$ cat config.mk
export PLATFORM = sky130hd
export DESIGN_NAME = phys_free_list
export DESIGN_NICKNAME = d
export VERILOG_FILES = /design/src/rtl/phys_free_list_pkg.sv /design/src/rtl/phys_free_list_slot_compact.sv /design/src/rtl/phys_free_list.sv
export SDC_FILE = /design/constraint.sdc
export NUM_CORES = 1
export LEC_CHECK = 0
export CORE_ASPECT_RATIO = 0.6
export CORE_MARGIN = 2
export CORE_UTILIZATION = 55
export CTS_CLUSTER_SIZE = 8
export DETAILED_ROUTE_END_ITERATION = 16
export GPL_ROUTABILITY_DRIVEN = 1
export PLACE_DENSITY = 0.78
export REMOVE_ABC_BUFFERS = 1
export SYNTH_ARGS = -nofsm -noshare
export SYNTH_HDL_FRONTEND = slang
export SYNTH_HIERARCHICAL = 1
export SYNTH_SLANG_ARGS = --single-unit
$ cat constraint.sdc
create_clock -name clk_i -period 12.6 [get_ports clk_i]
set_input_delay 2.52 -clock clk_i [delete_from_list [all_inputs] [get_ports clk_i]]
set_output_delay 2.52 -clock clk_i [all_outputs]
set_load 0.05 [all_outputs]
$ cat src/rtl/phys_free_list_pkg.sv
// Shared rename-stage definitions for the physical register free list.
// Holds the register-file sizing, the physical tag type, the free-list
// pointer type and a 4-bit population count used for slot compaction.
package phys_free_list_pkg;

  localparam int NUM_PREG     = 64;
  localparam int NUM_AREG     = 32;
  localparam int PTAG_W       = 6;
  localparam int RENAME_WIDTH = 4;
  localparam int DEPTH        = NUM_PREG - NUM_AREG;
  localparam int IDX_W        = $clog2(DEPTH);
  // One extra wrap bit so that full (count=DEPTH) and empty (count=0) differ.
  localparam int PTR_W        = IDX_W + 1;

  typedef logic [PTAG_W-1:0] ptag_t;
  typedef logic [PTR_W-1:0]  ptr_t;

  function automatic logic [2:0] popcount4(input logic [3:0] m);
    return 3'(m[0]) + 3'(m[1]) + 3'(m[2]) + 3'(m[3]);
  endfunction

endpackage

$ cat src/rtl/phys_free_list_slot_compact.sv
// Slot compaction helper: turns a 4-bit per-slot valid mask into the
// prefix offset of each slot (how many lower slots are valid) and the
// total number of valid slots.
// Ports:
//   vld_i        4-bit valid mask, bit i = slot i
//   off0_o..3_o  prefix offset of slot i (0..3)
//   total_o      popcount of vld_i (0..4)
module phys_free_list_slot_compact
  import phys_free_list_pkg::*;
(
  input  logic [3:0] vld_i,
  output logic [1:0] off0_o,
  output logic [1:0] off1_o,
  output logic [1:0] off2_o,
  output logic [1:0] off3_o,
  output logic [2:0] total_o
);

  assign off0_o  = 2'd0;
  assign off1_o  = {1'b0, vld_i[0]};
  assign off2_o  = 2'(popcount4({2'b00, vld_i[1:0]}));
  assign off3_o  = 2'(popcount4({1'b0, vld_i[2:0]}));
  assign total_o = popcount4(vld_i);

endmodule

$ cat src/rtl/phys_free_list.sv
// Physical register free list for the 4-wide rename stage.
// Circular buffer of free physical tags with a speculative head (rename
// allocation), a committed head (retired allocations) and a tail (frees).
// Ports:
//   clk_i, rst_i              clock, asynchronous active-high reset
//   alloc_req_i[3:0]          slots needing a destination tag
//   alloc_vld_i               rename advances this cycle
//   alloc_rdy_o               enough free tags for the requested slots
//   alloc_tag0_o..3_o         compacted tag per requesting slot
//   free_vld_i[3:0]           retire slots releasing a tag
//   free_tag0_i..3_i          released tags
//   retire_alloc_cnt_i[2:0]   retiring instructions that had allocated
//   recover_i                 flush: roll speculative head back
//   free_cnt_o                number of free entries
//
// Handshake: allocation fires when alloc_vld_i & alloc_rdy_o & !recover_i.
// alloc_rdy_o depends only on registered state and alloc_req_i, never on
// alloc_vld_i or same-cycle frees; upstream holds its request while
// alloc_rdy_o is low. Frees have no ready and are always accepted.
module phys_free_list
  import phys_free_list_pkg::*;
(
  input  logic              clk_i,
  input  logic              rst_i,
  input  logic [3:0]        alloc_req_i,
  input  logic              alloc_vld_i,
  output logic              alloc_rdy_o,
  output logic [PTAG_W-1:0] alloc_tag0_o,
  output logic [PTAG_W-1:0] alloc_tag1_o,
  output logic [PTAG_W-1:0] alloc_tag2_o,
  output logic [PTAG_W-1:0] alloc_tag3_o,
  input  logic [3:0]        free_vld_i,
  input  logic [PTAG_W-1:0] free_tag0_i,
  input  logic [PTAG_W-1:0] free_tag1_i,
  input  logic [PTAG_W-1:0] free_tag2_i,
  input  logic [PTAG_W-1:0] free_tag3_i,
  input  logic [2:0]        retire_alloc_cnt_i,
  input  logic              recover_i,
  output logic [PTR_W-1:0]  free_cnt_o
);

  ptag_t          entries_q [DEPTH];
  ptr_t           head_q, head_d;
  ptr_t           commit_head_q, commit_head_d;
  ptr_t           tail_q, tail_d;
  ptr_t           count;
  logic           alloc_fire;
  logic [1:0]     a_off [RENAME_WIDTH];
  logic [1:0]     f_off [RENAME_WIDTH];
  logic [2:0]     a_total, f_total;
  ptag_t          free_tag [RENAME_WIDTH];
  logic [IDX_W-1:0] rd_idx [RENAME_WIDTH];
  logic [IDX_W-1:0] wr_idx [RENAME_WIDTH];

  phys_free_list_slot_compact u_alloc_compact (
    .vld_i   (alloc_req_i),
    .off0_o  (a_off[0]),
    .off1_o  (a_off[1]),
    .off2_o  (a_off[2]),
    .off3_o  (a_off[3]),
    .total_o (a_total)
  );

  phys_free_list_slot_compact u_free_compact (
    .vld_i   (free_vld_i),
    .off0_o  (f_off[0]),
    .off1_o  (f_off[1]),
    .off2_o  (f_off[2]),
    .off3_o  (f_off[3]),
    .total_o (f_total)
  );

  assign free_tag[0] = free_tag0_i;
  assign free_tag[1] = free_tag1_i;
  assign free_tag[2] = free_tag2_i;
  assign free_tag[3] = free_tag3_i;

  // Index arithmetic is done on the low bits only so that a group of
  // four can straddle the end of the array naturally.
  always_comb begin
    for (int i = 0; i < RENAME_WIDTH; i++) begin
      rd_idx[i] = head_q[IDX_W-1:0] + IDX_W'(a_off[i]);
      wr_idx[i] = tail_q[IDX_W-1:0] + IDX_W'(f_off[i]);
    end
  end

  assign alloc_tag0_o = entries_q[rd_idx[0]];
  assign alloc_tag1_o = entries_q[rd_idx[1]];
  assign alloc_tag2_o = entries_q[rd_idx[2]];
  assign alloc_tag3_o = entries_q[rd_idx[3]];

  assign count       = tail_q - head_q;
  assign free_cnt_o  = count;
  assign alloc_rdy_o = (count >= PTR_W'(a_total));
  assign alloc_fire  = alloc_vld_i & alloc_rdy_o & ~recover_i;

  always_comb begin
    commit_head_d = commit_head_q + PTR_W'(retire_alloc_cnt_i);
    tail_d        = tail_q + PTR_W'(f_total);
    head_d        = head_q;
    // Recovery lands on the committed head including this cycle's retires.
    if (recover_i) begin
      head_d = commit_head_d;
    end else if (alloc_fire) begin
      head_d = head_q + PTR_W'(a_total);
    end
  end

  always_ff @(posedge clk_i or posedge rst_i) begin
    if (rst_i) begin
      head_q        <= '0;
      commit_head_q <= '0;
      tail_q        <= PTR_W'(DEPTH);
    end else begin
      head_q        <= head_d;
      commit_head_q <= commit_head_d;
      tail_q        <= tail_d;
    end
  end

  // Frees within one cycle target distinct consecutive entries.
  always_ff @(posedge clk_i or posedge rst_i) begin
    if (rst_i) begin
      for (int k = 0; k < DEPTH; k++) begin
        entries_q[k] <= ptag_t'(NUM_AREG + k);
      end
    end else begin
      for (int i = 0; i < RENAME_WIDTH; i++) begin
        if (free_vld_i[i]) begin
          entries_q[wr_idx[i]] <= free_tag[i];
        end
      end
    end
  end

`ifndef SYNTHESIS
  always @(posedge clk_i) begin
    if (!rst_i) begin
      assert (count <= PTR_W'(DEPTH));
      assert ((int'(count) + int'(f_total)) <= DEPTH);
      assert (PTR_W'(head_q - commit_head_q) <= PTR_W'(DEPTH));
      // A freed tag must not already sit in the live region [head, tail).
      for (int i = 0; i < RENAME_WIDTH; i++) begin
        if (free_vld_i[i]) begin
          for (int k = 0; k < DEPTH; k++) begin
            assert (!(({1'b0, IDX_W'(IDX_W'(k) - head_q[IDX_W-1:0])} < count) &&
                      (entries_q[k] == free_tag[i])));
          end
        end
      end
    end
  end
`endif

endmodule

==> impl_metrics.json <==
{
  "setup_viol": 0,
  "synth_edf_count": 0,
  "grt_pass1_vias": 20000,
  "mostFrequentLayoutCells": "mux4_2 (240), mux2i_1 (180), mux2_2 (174)",
  "std_cell_rows": 57,
  "cpPeakStageDelay_ps": 880,
  "multi_input_area_mm2": 0.01616,
  "synth_top_family_by_area": "multiplexers",
  "placed_area_mm2": 0.02346,
  "nets": 2054,
  "hp-class": "reg2reg",
  "relSlewSlack": -0.1163,
  "ys_seq_area_frac": 0.2416,
  "ys.flop_type": "dfstp_2",
  "cp_slowest_cell": "fa_2",
  "synth_area_mm2": 0.02234,
  "cts.clk_slew.worst_paths_ps": 50,
  "routed_wl_um": 105500,
  "die-area_mm2": 0.04229,
  "hold_viol": 0,
  "layout-drive-gt1-share": 0.3686,
  "fin_area_mm2": 0.02433,
  "status": "finished with violations",
  "cts_buffers": 30,
  "worst-path-buf-inv": 5,
  "detailed_place_hpwl_um": 71040,
  "worstSkewPairLatency_ps": 620,
  "worstPathMaxFanout": 31,
  "grt_pass1_wl_um": 148400,
  "synth_xor_area_frac": 0.01244,
  "synth_compound_area_frac": 0.1574,
  "clock.fmax_mhz": 100.6,
  "ant_nets": 0,
  "initial_core_util": 0.5553,
  "htreeDepth": 1,
  "fin_skew_ps": 42.03,
  "clockRootBuffer": "clkbuf_16",
  "critPathKind": "in2out",
  "tightest_slew_ps": 1669,
  "cts_tree": "yes",
  "r2r_cells": 6,
  "cts.sinks": 210,
  "nFillCells": 3212,
  "num_vias": 21100,
  "synthMuxAreaShare": 0.4104,
  "core_area_mm2": 0.04022,
  "drt-wirelength-per-cell_um": 41.97,
  "yosysUniqueCellTypes": 73,
  "min_path_cells": 1,
  "rsz0062_at_grt": "no",
  "cp_top_family": "buffers and inverters",
  "die_x_um": 264.2,
  "synthCells": 1995,
  "synth-warning-count": 6,
  "final_common_cell": "mux4_2",
  "grtUsageTotal": 0.4944,
  "crit_chain": "clkdlybuf4s50_1, inv_1, fa_1, inv_1, ha_4, fa_2, buf_4, mux4_2, mux4_2, mux2_2, clkdlybuf4s50_1",
  "cts_resized": 0,
  "gp_congestion": 1.091,
  "first_iter_violations": 4170,
  "area_growth_pct": 8.930,
  "synth-simple-area-share": 0.09490,
  "yosys.area_share.adder": 0.03619,
  "overflow": 0,
  "boundaryPins": 70,
  "cts_setup_buffers": 0,
  "required_ps": 10080,
  "antenna_found_initial": 1,
  "async_flop_share": 1.000,
  "cp-start-kind": "input port",
  "grt_max_degree": 101,
  "drc": 0,
  "port_buffers": 69,
  "syn_area_per_cell_um2": 11.20,
  "layout_min_cycle_time_ps": 9940,
  "finalSetupTns_ps": 0,
  "arrival_ps": 7420,
  "diodes": 0,
  "cp.depth": 11,
  "dieHeight_um": 160.1,
  "cts.hold.buffers_added": 0,
  "via_per_inst": 8.393,
  "cts.path.max_buffers": 3,
  "drtPass1Iterations": 7,
  "end_kind": "primary output",
  "drv_cap": 0,
  "violations": "max-slew violations",
  "drv_slew": 17,
  "finalCritPeriodShare": 0.7889,
  "seq_area_mm2": 0.005396,
  "ys_ff_latch": 210
}
worst reg2reg max path, stage by stage, from the launching register on:
cell and delay, ps:
dfrtp_1 960, fa_1 600, nand3b_1 930, nor4_2 1280, nor3_1 110, a21oi_1 440
o21ai_0 150
layout make-up:
type	instances	share of cell area
repair buffers	120	0.04310
clock inverters	1	0.0006686
inverters	50	0.008125
flip-flops and latches	210	0.2218
well taps	531	0.02731
clock buffers	54	0.03497
multi-input cells	1548	0.6640
cells in the mapped netlist, types with 10 or more instances:
cell / instances / area (µm²)
nand3_1: 19 / 95.09
nor3_4: 12 / 195.2
o21a_1: 10 / 75.07
xnor2_1: 21 / 183.9
nor3_1: 88 / 440.4
clkbuf_1: 112 / 420.4
a221o_1: 42 / 420.4
buf_2: 34 / 170.2
mux2i_1: 180 / 1802
nor4_1: 13 / 81.33
a211oi_2: 19 / 237.7
mux2_2: 174 / 1959
a211oi_1: 31 / 232.7
a21oi_1: 83 / 415.4
dfstp_2: 113 / 2969
a2111oi_0: 18 / 157.7
inv_1: 47 / 176.4
o21ai_0: 76 / 380.4
buf_1: 25 / 93.84
a22oi_1: 67 / 503.0
fa_1: 16 / 320.3
a21o_1: 10 / 75.07
o221ai_1: 13 / 113.9
dfrtp_1: 97 / 2427
ha_1: 39 / 488.0
o21bai_1: 19 / 142.6
nor2_1: 86 / 322.8
o21ai_1: 78 / 390.4
buf_4: 13 / 97.59
nand2_1: 59 / 221.5
mux4_2: 240 / 5405
per-stage QoR:
| step | utilization | setup WS, ps | cells | hold slack, ps |
|---|---|---|---|---|
| 2_1_floorplan | - | 3572 | 1808 | 436.0 |
| 3_3_place_gp | 0.5833 | 2770 | 2459 | 467.8 |
| 3_5_place_dp | 0.5833 | 2729 | 2459 | 476.0 |
| 4_1_cts | 0.6049 | 2712 | 2514 | 485.7 |
| 5_1_grt | 0.6049 | 2564 | 2514 | 507.1 |
| 6_report | 0.6049 | 2660 | 2514 | 485.8 |
sequential cells by signal, indices dropped and copies added (netlist names):
| name | cells |
|---|---|
| tail_q | 6 |
| head_q | 6 |
| commit_head_q | 6 |
| entries_q | 192 |
path summary, 6_finish.rpt:
kind,from,endpoint,slack (ps)
worst max register to register,tail_q[1],entries_q[86],7990
worst min-delay path,commit_head_q[5],commit_head_q[5],490
min in group asynchronous,rst_i,tail_q[1],2420
max in group asynchronous,rst_i,commit_head_q[2],7990
worst min register to register,commit_head_q[5],commit_head_q[5],490
worst max-delay path,alloc_req_i[0],alloc_tag3_o[5],2660
per-layer routing:
layer | part of all wire | global-route usage | vias up
met2 | 0.35 | 0.5859 | 2366
met5 | 0.0015 | 0.01014 | -
met1 | 0.36 | 0.6554 | 10400
met3 | 0.23 | 0.3641 | 419
li1 | - | - | 7910
met4 | 0.059 | 0.2172 | 8
cells by family after synthesis:
group,after synthesis
AOI/OAI and AO/OA,505
xor gates and xnor gates,30
adders and majority gates,55
DFF,210
muxes,594
other,2
and+or+nand+nor,358
buffers and inverters,241
Power is left out: the tool's default activity adds up to more than one toggle a clock period on the data nets, which glitch-free logic cannot reach.
